**config.mk**
```make
export PLATFORM = sky130hd
export DESIGN_NAME = tile_pixel_renderer
export DESIGN_NICKNAME = d
export VERILOG_FILES = /design/src/rtl/pacman_definitions.sv /design/src/rtl/blink_timer.sv /design/src/rtl/tile_pixel_renderer.sv
export SDC_FILE = /design/constraint.sdc
export NUM_CORES = 1
export LEC_CHECK = 0
export BUFFER_PORTS_ARGS = -buffer_cell sky130_fd_sc_hd__buf_2
export CORE_MARGIN = 4
export CORE_UTILIZATION = 51
export CTS_CLUSTER_SIZE = 40
export DETAILED_ROUTE_END_ITERATION = 10
export PLACE_DENSITY = 0.82
export RECOVER_POWER = 25
export SYNTH_ARGS = -nofsm -noshare
export SYNTH_HDL_FRONTEND = slang
export SYNTH_HIERARCHICAL = 1
export SYNTH_SLANG_ARGS = --single-unit
```
**constraint.sdc**
```tcl
create_clock -name clk -period 2.8 [get_ports clk]
set_input_delay 0.56 -clock clk [delete_from_list [all_inputs] [get_ports clk]]
set_output_delay 0.56 -clock clk [all_outputs]
set_load 0.05 [all_outputs]
```
**src/rtl/pacman_definitions.sv**
```systemverilog
// Shared maze constants: tile geometry, tile codes and palette.
// Imported by the tile renderer and its blink timer.
package pacman_definitions;

  localparam int PIXELS_WIDTH     = 16;
  localparam int REL_BITS         = 4;
  localparam int PIXEL_COLOR_BITS = 8;

  typedef enum logic [1:0] {
    TILE_EMPTY  = 2'd0,
    TILE_WALL   = 2'd1,
    TILE_FOOD   = 2'd2,
    TILE_PELLET = 2'd3
  } tile_e;

  localparam logic [7:0] COLOR_BG     = 8'h00;
  localparam logic [7:0] COLOR_WALL   = 8'h03;
  localparam logic [7:0] COLOR_FOOD   = 8'h07;
  localparam logic [7:0] COLOR_PELLET = 8'hFF;

  typedef struct packed {
    tile_e kind;
    logic  border;
    logic  food;
    logic  pel;
    logic  phase;
  } s1_t;

endpackage

```
**src/rtl/blink_timer.sv**
```systemverilog
// Power-pellet blink timer: phase toggles every BLINK_FRAMES frame ticks.
// Phase resets to 1 so pellets are visible right after reset.
module blink_timer
  import pacman_definitions::*;
#(
  parameter int BLINK_FRAMES = 15
) (
  input  logic clk,
  input  logic rst_n,
  input  logic frame_tick,
  output logic phase
);

  localparam int CW =
    (BLINK_FRAMES > 1) ? $clog2(BLINK_FRAMES) : 1;
  localparam logic [CW-1:0] LAST =
    CW'(BLINK_FRAMES - 1);

  logic [CW-1:0] cnt;

  always_ff @(posedge clk or negedge rst_n) begin
    if (!rst_n) begin
      cnt   <= '0;
      phase <= 1'b1;
    end else if (frame_tick) begin
      if (cnt == LAST) begin
        cnt   <= '0;
        phase <= ~phase;
      end else begin
        cnt <= cnt + 1'b1;
      end
    end
  end

endmodule

```
**src/rtl/tile_pixel_renderer.sv**
```systemverilog
// Two-stage per-pixel colour generator for one maze tile.
// Stage 1 classifies the pixel, stage 2 picks the colour.
module tile_pixel_renderer
  import pacman_definitions::*;
#(
  parameter int PIXELS_WIDTH     = pacman_definitions::PIXELS_WIDTH,
  parameter int REL_BITS         = pacman_definitions::REL_BITS,
  parameter int PIXEL_COLOR_BITS = pacman_definitions::PIXEL_COLOR_BITS,
  parameter int FOOD_RADIUS      = 1,
  parameter int PELLET_RADIUS    = 3,
  parameter int BLINK_FRAMES     = 15,
  parameter logic [PIXEL_COLOR_BITS-1:0] COLOR_BG =
    PIXEL_COLOR_BITS'(pacman_definitions::COLOR_BG),
  parameter logic [PIXEL_COLOR_BITS-1:0] COLOR_WALL =
    PIXEL_COLOR_BITS'(pacman_definitions::COLOR_WALL),
  parameter logic [PIXEL_COLOR_BITS-1:0] COLOR_FOOD =
    PIXEL_COLOR_BITS'(pacman_definitions::COLOR_FOOD),
  parameter logic [PIXEL_COLOR_BITS-1:0] COLOR_PELLET =
    PIXEL_COLOR_BITS'(pacman_definitions::COLOR_PELLET)
) (
  input  logic                        clk,
  input  logic                        rst_n,
  input  logic                        frame_tick,
  input  logic                        in_valid,
  input  logic [1:0]                  tile_type,
  input  logic [REL_BITS-1:0]         x,
  input  logic [REL_BITS-1:0]         y,
  output logic                        out_valid,
  output logic [PIXEL_COLOR_BITS-1:0] pixels,
  output logic                        blink_phase
);

  localparam int RW   = REL_BITS + 1;
  localparam int HALF = PIXELS_WIDTH / 2;

  // One extra bit so window bounds never wrap.
  localparam logic [RW-1:0] EDGE_HI = RW'(PIXELS_WIDTH - 1);
  localparam logic [RW-1:0] FOOD_LO = RW'(HALF - FOOD_RADIUS);
  localparam logic [RW-1:0] FOOD_HI = RW'(HALF + FOOD_RADIUS - 1);
  localparam logic [RW-1:0] PEL_LO  = RW'(HALF - PELLET_RADIUS);
  localparam logic [RW-1:0] PEL_HI  = RW'(HALF + PELLET_RADIUS - 1);

  function automatic logic in_win(
    input logic [RW-1:0] v,
    input logic [RW-1:0] lo,
    input logic [RW-1:0] hi
  );
    return (v >= lo) && (v <= hi);
  endfunction

  logic [RW-1:0] xe;
  logic [RW-1:0] ye;
  s1_t           s1_next;
  s1_t           s1;
  logic          s1_valid;
  logic [PIXEL_COLOR_BITS-1:0] color;

  assign xe = {1'b0, x};
  assign ye = {1'b0, y};

  blink_timer #(
    .BLINK_FRAMES(BLINK_FRAMES)
  ) u_blink (
    .clk       (clk),
    .rst_n     (rst_n),
    .frame_tick(frame_tick),
    .phase     (blink_phase)
  );

  always_comb begin
    s1_next        = '0;
    s1_next.kind   = tile_e'(tile_type);
    s1_next.border = (xe == '0) || (xe == EDGE_HI) ||
                     (ye == '0) || (ye == EDGE_HI);
    s1_next.food   = in_win(xe, FOOD_LO, FOOD_HI) &&
                     in_win(ye, FOOD_LO, FOOD_HI);
    s1_next.pel    = in_win(xe, PEL_LO, PEL_HI) &&
                     in_win(ye, PEL_LO, PEL_HI);
    s1_next.phase  = blink_phase;
  end

  always_ff @(posedge clk or negedge rst_n) begin
    if (!rst_n) begin
      s1_valid <= 1'b0;
      s1       <= '0;
    end else begin
      s1_valid <= in_valid;
      s1       <= s1_next;
    end
  end

  always_comb begin
    color = COLOR_BG;
    unique case (s1.kind)
      TILE_EMPTY:  color = COLOR_BG;
      TILE_WALL:   color = s1.border ? COLOR_WALL : COLOR_BG;
      TILE_FOOD:   color = s1.food ? COLOR_FOOD : COLOR_BG;
      TILE_PELLET: color = (s1.pel && s1.phase) ?
                           COLOR_PELLET : COLOR_BG;
      default:     color = COLOR_BG;
    endcase
  end

  always_ff @(posedge clk or negedge rst_n) begin
    if (!rst_n) begin
      out_valid <= 1'b0;
      pixels    <= '0;
    end else begin
      out_valid <= s1_valid;
      if (s1_valid) begin
        pixels <= color;
      end
    end
  end

endmodule

```
-- Word level (Yosys, flattened, before mapping)
Cells that the tools add are included.
- output and inout port bits: 10
- flip-flop bits (word level): 21
- word-level logic and storage cells: 45
- bitwise gates (word level): 1
- reductions and logical operators: 14
- equality and inequality tests: 6
- add/sub/neg operators: 1
- order comparisons: 8
- mux-type cells: 5
- operator list (cell ; number):
    $pmux 8 s4 ; 1
    $ge 4x3->1 const B ; 4
    $le 4x4->1 const B ; 4
    $eq 4x4->1 const B ; 3
    $logic_not 5->1 ; 2
    $mux 8 ; 1
    $logic_and 1x1->1 ; 7
    $add 4x1->4 const B ; 1
    $eq 2x2->1 const B ; 2
    $mux 4 ; 1
    $logic_or 1x1->1 ; 3
    $mux 3 ; 1
    $eq 2x1->1 const B ; 1
    $logic_not 2->1 ; 1
    $mux 2 ; 1
    $reduce_and 2->1 ; 1
    $not 1->1 ; 1

-- Depth between registers and ports, before layout
Gate-level depths: netlist (run 1).
- depth in word-level cells: 4
- mapped depth: 3

-- Hierarchy
The synthesis (run 1) kept the hierarchy.
- by module, submodules not included (module ; area an instance (µm²) ; cells each ; sequential area each (µm²) ; instances):
    tile_pixel_renderer ; 505.5 ; 47 ; 275.3 ; 1
    blink_timer ; 229.0 ; 23 ; 126.4 ; 1

-- Worst setup path after synthesis (run 1)
No wires, ideal clock.
- path type: register -> output
- start: register, netlist name pixels[6]
- end: output port pixels[4]
- path buffers: 1
- arrival: 0.958 ns
- stages on the path, launching flop included: 2
- path slack: 1.282 ns
- cell sequence: dfrtp_1 -> buf_4
- RTL lines (element ; line ; RTL):
    to (decl) ; tile_pixel_renderer.sv:29 ; output logic [PIXEL_COLOR_BITS-1:0] pixels,

-- Worst setup path in the final report (run 1)
- start: register u_blink.phase
- end: output port blink_phase
- RTL lines (element ; line ; RTL):
    from (decl) ; blink_timer.sv:11 ; output logic phase
    from (signal assigned) ; blink_timer.sv:28 ; phase <= ~phase;
    to (decl) ; tile_pixel_renderer.sv:30 ; output logic blink_phase
No word-level cell between the ends.

==> results.yml, run 1 <==
timing:
  timing.max_slew.rel_slack_pct: 45.41
  timing.final.max_slew_violations: 0
  rsz0062_at_grt: "false"
  tightestPinTransition_ps: 818.9
  final_min_period_over_clock_period_pct: 58.97
  setup_viol: 0
  final.setup.tns_ps: 0
  final-hold-violation-count: 0
  timing.fmax_mhz: 605.6
  post_layout_minimum_cycle_time_ps: 1651
  worst_clock_skew_ps: 7.416
grt:
  grt_pass1_wl_mm: 2.028
  grt.total_usage_pct: 14.26
  largest_net_degree_at_the_start_of_global_routing: 17
  grt_antenna_before_repair: 0
  globalRouteOverflowTotal: 0
  via_count_of_the_first_global_routing_pass: 533
logic_synthesis:
  yosys.cell_count.top_type: "sky130_fd_sc_hd__dfrtp_1"
  postSynthCellCount: 70
  synth_top_cell_area_share_pct: 51.11
  netlist_top_cells_count: "sky130_fd_sc_hd__dfrtp_1 (15), sky130_fd_sc_hd__o21ai_0 (7), sky130_fd_sc_hd__nand2_1 (6)"
  async_reset_ff_share_pct: 100.0
  netlist_area_before_placement_um2: 734.5
  share_of_synthesized_area_occupied_by_flip_flops_and_latches_pct: 54.68
  yosysTopAreaCell: "sky130_fd_sc_hd__dfrtp_1"
  postSynthNetCount: 84
  yosys_warnings: 6
  synth_edf_count: 0
  postSynth.topFlopCell: "sky130_fd_sc_hd__dfrtp_1"
  yosys_register_bits: 16
  yosys.cell_types.count: 25
  netlist_top_cells_area: "sky130_fd_sc_hd__dfrtp_1 (51%), sky130_fd_sc_hd__buf_4 (5.1%), sky130_fd_sc_hd__o21ai_0 (4.8%)"
  post_synth.cell_area_avg_um2: 10.49
worst_setup_path:
  sort_of_element_at_the_end_of_the_critical_path: "output pin"
  worst_r2r_setup_slack_ps: 1850
  worst_setup_sp: "u_blink/phase$_DFFE_PN1P_"
  worstSetupPathDepth: 1
  crit_fanout: 3
  setup.worst_path.class: "flop to output pin"
  cpMaxStageDelayCell: "sky130_fd_sc_hd__dfstp_2"
  reg2reg_depth: 1
  cp.required_ps: 2240
  peak_per_stage_delay_on_the_critical_path_ps: 550
  path_buf_inv: 1
  worst_setup_path_endpoint: "blink_phase"
  crit_family: "flip-flops"
  critical_path.startpoint_type: "flop"
  r2r-start: "u_blink/cnt[0]$_DFFE_PN0P_"
  crit_path_cell_trace: "buf_2"
  crit-reg2reg-capture: "u_blink/cnt[0]$_DFFE_PN0P_"
  critical_path_arrival_ps: 1090
placement:
  placed_cells: 103
  dp_hpwl_um: 999.6
  numPortBuffers: 23
  place.gp.congestion: 0.7568
clock_network:
  cts_num_sinks: 16
  cts.path.max_buffers: 2
  cts_inserted_buffers: 3
  cts-hold-fix-buffers: 0
  cts-htree-levels: 1
  tritoncts: "built"
  cts.repair.resized: 0
  post_cts.repair.setup_buffers: 0
  worst_skew_pair_latency_ps: 290
  clk_pin_slew_worst_paths_ps: 90
  cts_root_buffer: "sky130_fd_sc_hd__clkbuf_4"
route:
  drt-vias-per-instance: 5.486
  drcViolationCount: 0
  drc_marker_count_from_the_first_detailed_route_iteration: 4
  firstDrtPassIters: 4
  ant_nets: 0
  route.final.wire_length_mm: 1.307
  dr_total_vias: 587
  drt-wirelength-per-cell_um: 12.21
die:
  die_height_um: 45.95
  core_area_um2: 1334
  placementRows: 13
  start_util_pct: 55.07
  dieWidth_um: 45.95
  floorplan.io_pins: 24
  die_area_um2: 2111
cells_and_area:
  final_layout_size_suffix_gt1_share_pct: 31.52
  area_growth_pct: 17.89
  design.final.nets: 107
  count_of_antenna_diodes_in_the_layout: 0
  stdcell_count: 107
  nFillCells: 116
power_and_ir_drop:
  power.ir.vdd_worst_mv: 0.5930
  report.power.total_uw: 617.0
  p_per_cell_area_nw_per_um2: 712.6
  leakage_uw: 0.0004290
worst_hold_path:
  timing.hold.worst.class: "input pin to asynchronous set/reset pin"
flow_run:
  maxCapViolations: 0
status:
  run_status: "finished, final reports clean"
[stage by stage]
stage | util (%) | worst slack [ps] | instance area (um^2) | hold slack (ps)
final | 64.92 | 1149 | 865.8 | 332.3
after global routing | 64.92 | 1099 | 865.8 | 358.2
after CTS | 65.01 | 1131 | 867.1 | 162.4
after detailed placement | 62.29 | 1457 | 830.8 | 407.3
after global placement | 62.29 | 1460 | 830.8 | 404.3
after floorplan | - | 1282 | 734.5 | 264.4
[worst min path at each step]
stage,start,end
global placement,u_blink/phase$_DFFE_PN1P_,s1[0]$_DFF_PN0_
floorplan,rst_n,out_valid$_DFF_PN0_
detailed placement,u_blink/phase$_DFFE_PN1P_,s1[0]$_DFF_PN0_
global route,in_valid,s1_valid$_DFF_PN0_
finish,rst_n,s1[3]$_DFF_PN0_
CTS,rst_n,s1[3]$_DFF_PN0_
[per-layer routing]
metal / track usage (%) / part of all wire [%] / vias to the layer above
met5: 0 / 0 / -
met4: 11.36 / 2.4 / 0
met3: 6.324 / 6.4 / 5
met2: 23.63 / 53 / 16
met1: 13.28 / 38 / 273
li1: - / - / 293
[cell families (layout without fill, tap and decap cells)]
family                    after synthesis  count (layout)  share of synthesized area, %
and+or+nand+nor                        26              26                         19.42
AOI/OAI and AO/OA                      17              17                         15.16
DFF                                    16              16                         54.69
buffers and inverters                   8              30                         6.644
muxes                                   2               2                         2.896
xor gates and xnor gates                1               1                         1.193
[flip-flops by register name, indices dropped and copies added, names as in the netlist]
| name | flops |
|---|---|
| out_valid | 1 |
| pixels | 3 |
| s1 | 6 |
| s1_valid | 1 |
| u_blink/cnt | 4 |
| u_blink/phase | 1 |
[cell usage in the layout (no fill, tap or decap)]
cell                        count
sky130_fd_sc_hd__a21oi_1        1
sky130_fd_sc_hd__nor3_1         2
sky130_fd_sc_hd__nand4_1        4
sky130_fd_sc_hd__nor2_1         1
sky130_fd_sc_hd__o211a_1        1
sky130_fd_sc_hd__buf_2         22
sky130_fd_sc_hd__nand2b_1       4
sky130_fd_sc_hd__mux2i_1        1
sky130_fd_sc_hd__o21ai_0        7
sky130_fd_sc_hd__o211ai_1       1
sky130_fd_sc_hd__nand2_1        6
sky130_fd_sc_hd__nor2_2         1
sky130_fd_sc_hd__xor2_1         1
sky130_fd_sc_hd__a31oi_1        2
sky130_fd_sc_hd__a32oi_1        2
sky130_fd_sc_hd__a21o_1         1
sky130_fd_sc_hd__nand3b_1       2
sky130_fd_sc_hd__inv_1          3
sky130_fd_sc_hd__clkbuf_8       1
sky130_fd_sc_hd__a2bb2oi_1      1
sky130_fd_sc_hd__and2b_1        2
sky130_fd_sc_hd__clkbuf_1       1
sky130_fd_sc_hd__a22oi_1        1
sky130_fd_sc_hd__clkbuf_4       3
sky130_fd_sc_hd__dfrtp_1       15
sky130_fd_sc_hd__dfstp_2        1
sky130_fd_sc_hd__nand3_1        4
sky130_fd_sc_hd__mux2_2         1
[layout make-up]
| cell class | instances | area [um^2] | area share, % |
|---|---|---|---|
| multi-input cells | 46 | 284.0 | 32.80 |
| flip-flops and latches | 16 | 401.6 | 46.39 |
| well taps | 15 | 18.77 | 2.168 |
| clock buffers | 4 | 36.28 | 4.191 |
| repair buffers | 23 | 113.9 | 13.15 |
| inverters | 3 | 11.26 | 1.301 |
[where the power goes]
group | total, uW | switching (uW) | internal, uW
combinational | 136 | 88.3 | 47.8
sequential | 333 | 52.5 | 281
clock | 148 | 68.5 | 79.2
total | 617 | 209 | 408
Note: power is estimated with default switching activity, not from simulation.
==> run 2: changes to the inputs <==
--- a/config.mk
+++ b/config.mk
@@ -7,10 +7,10 @@
 export LEC_CHECK = 0
 export BUFFER_PORTS_ARGS = -buffer_cell sky130_fd_sc_hd__buf_2
 export CORE_MARGIN = 4
-export CORE_UTILIZATION = 51
+export CORE_UTILIZATION = 47
 export CTS_CLUSTER_SIZE = 40
 export DETAILED_ROUTE_END_ITERATION = 10
-export PLACE_DENSITY = 0.82
+export PLACE_DENSITY = 0.77
 export RECOVER_POWER = 25
 export SYNTH_ARGS = -nofsm -noshare
 export SYNTH_HDL_FRONTEND = slang
==> constraint.sdc (replaced) <==
create_clock -name clk -period 1.7 [get_ports clk]
set_input_delay 0.34 -clock clk [delete_from_list [all_inputs] [get_ports clk]]
set_output_delay 0.34 -clock clk [all_outputs]
set_load 0.05 [all_outputs]
==> results.yml, run 2 (same netlist as run 1, synthesis figures left out) <==
cells_and_area:
  biggestRegsByFlops: "s1 (6), u_blink/cnt (4), pixels (3)"
  nFillCells: 141
  final_layout_size_suffix_gt1_share_pct: 25.81
  seq_area_um2: 401.6
  multiInputGateArea_um2: 284.0
  max_reg_flops: 6
  regMostFlops: "s1"
  layout_common_cells: "sky130_fd_sc_hd__buf_2 (19), sky130_fd_sc_hd__dfrtp_1 (15), sky130_fd_sc_hd__o21ai_0 (7)"
  post-route-cell-area_um2: 863.3
  final_common_cell: "sky130_fd_sc_hd__buf_2"
  design.final.nets: 108
  area_growth_pct: 17.55
  count_of_antenna_diodes_in_the_layout: 0
die:
  core_area_um2: 1489
  die_area_um2: 2259
  die_height_um: 47.53
  dieWidth_um: 47.53
  placementRows: 14
  start_util_pct: 49.33
  floorplan.io_pins: 24
power_and_ir_drop:
  power.internal_uw: 629.1
  power.sequential.fraction_pct: 56.1
  p_per_cell_area_nw_per_um2: 1129
  clock_power_share_pct: 20.6
  leakage_uw: 0.0004187
  report.power.total_uw: 974.6
  p_sw_share_pct: 35.45
  power.combinational.fraction_pct: 23.4
  power.net_switching_uw: 345.5
  power.ir.vdd_worst_mv: 0.4356
clock_network:
  cts-htree-levels: 1
  tritoncts: "built"
  worst_skew_pair_latency_ps: 280
  cts.path.max_buffers: 2
  cts.repair.resized: 0
  cts_num_sinks: 16
  clk_pin_slew_worst_paths_ps: 80
  cts_root_buffer: "sky130_fd_sc_hd__clkbuf_4"
  cts_inserted_buffers: 3
worst_setup_path:
  crit_path_cell_trace: "buf_2"
  cp.required_ps: 1360
  crit_family: "flip-flops"
  sort_of_element_at_the_end_of_the_critical_path: "output pin"
  critical_path_arrival_ps: 1120
  cpMaxStageDelayCell: "sky130_fd_sc_hd__dfstp_1"
  peak_per_stage_delay_on_the_critical_path_ps: 560
  path_buf_inv: 1
  crit_fanout: 3
  setup.worst_path.class: "flop to output pin"
  critical_path.startpoint_type: "flop"
route:
  dr_total_vias: 599
  drc_marker_count_from_the_first_detailed_route_iteration: 3
  firstDrtPassIters: 4
  route.final.wire_length_mm: 1.314
  ant_nets: 0
  drt-vias-per-instance: 5.495
  drt-wirelength-per-cell_um: 12.06
  drcViolationCount: 0
timing:
  rsz0062_at_grt: "false"
  tightestPinTransition_ps: 795.3
  setup_viol: 0
  timing.final.max_slew_violations: 0
  timing.fmax_mhz: 684.4
  worst_clock_skew_ps: 1.838
  final.setup.tns_ps: 0
  final_min_period_over_clock_period_pct: 85.96
  worst_hold_slack_ps: 156.3
  timing.max_slew.rel_slack_pct: 46.98
  final-hold-violation-count: 0
  post_layout_minimum_cycle_time_ps: 1461
grt:
  via_count_of_the_first_global_routing_pass: 517
  largest_net_degree_at_the_start_of_global_routing: 17
  grt_pass1_wl_mm: 2.104
  globalRouteOverflowTotal: 0
  grt_antenna_before_repair: 0
  grt.total_usage_pct: 14.21
flow_run:
  maxCapViolations: 0
status:
  run_status: "finished, final reports clean"
placement:
  numPortBuffers: 23
  dp_hpwl_mm: 1.056
  place.gp.congestion: 0.8073
  placedInstanceArea_um2: 832.0
worst_hold_path:
  timing.hold.worst.class: "input pin to flop"
[run 2: area by class of cell]
class                      count  area share [%]
timing repair buffer          24           13.91
tap                           16           2.319
sequential                    16           46.52
clock buffer                   4           3.043
multi-input combinational     46           32.90
inverter                       3           1.304
[run 2: timing repair]
item	4_1_cts	5_1_grt
setup buffers	0	0
hold endpoints to repair	15	0
hold buffers	1	0
[run 2: per-layer routing]
layer	GRT usage, %	vias to the layer above	wire, um
met5	0	-	0
met4	11.29	0	51
met3	4.887	5	105
met2	24.06	21	663
met1	13.99	277	493
li1	-	296	-
[run 2: worst paths after layout]
path | startpoint | to | slack [ps] | cells past startpoint
min | tile_type[1] | s1[5]$_DFF_PN0_ | 160 | 1
min in group asynchronous | rst_n | pixels[1]$_DFFE_PN0P_ | 650 | 2
min reg2reg | u_blink/phase$_DFFE_PN1P_ | s1[0]$_DFF_PN0_ | 440 | 0
max in group asynchronous | rst_n | s1[0]$_DFF_PN0_ | 560 | 2
max reg2reg | s1[5]$_DFF_PN0_ | pixels[1]$_DFFE_PN0P_ | 760 | 3
max | u_blink/phase$_DFFE_PN1P_ | blink_phase | 240 | 1
[run 2: through the flow]
step	util [%]	cells	setup slack, ps
finish	57.98	109	238.8
global route	57.98	109	187.3
CTS	58.32	109	250.9
detailed placement	55.88	104	569.1
global placement	55.88	104	585.6
floorplan	-	70	401.6
[run 2: power by group through the flow]
stage,logic [uW],clock network (uW),registers (uW)
global route,253,228,560
detailed placement,231,0,558
global placement,220,0,552
CTS,234,210,550
finish,228,200,547
floorplan,106,0,600
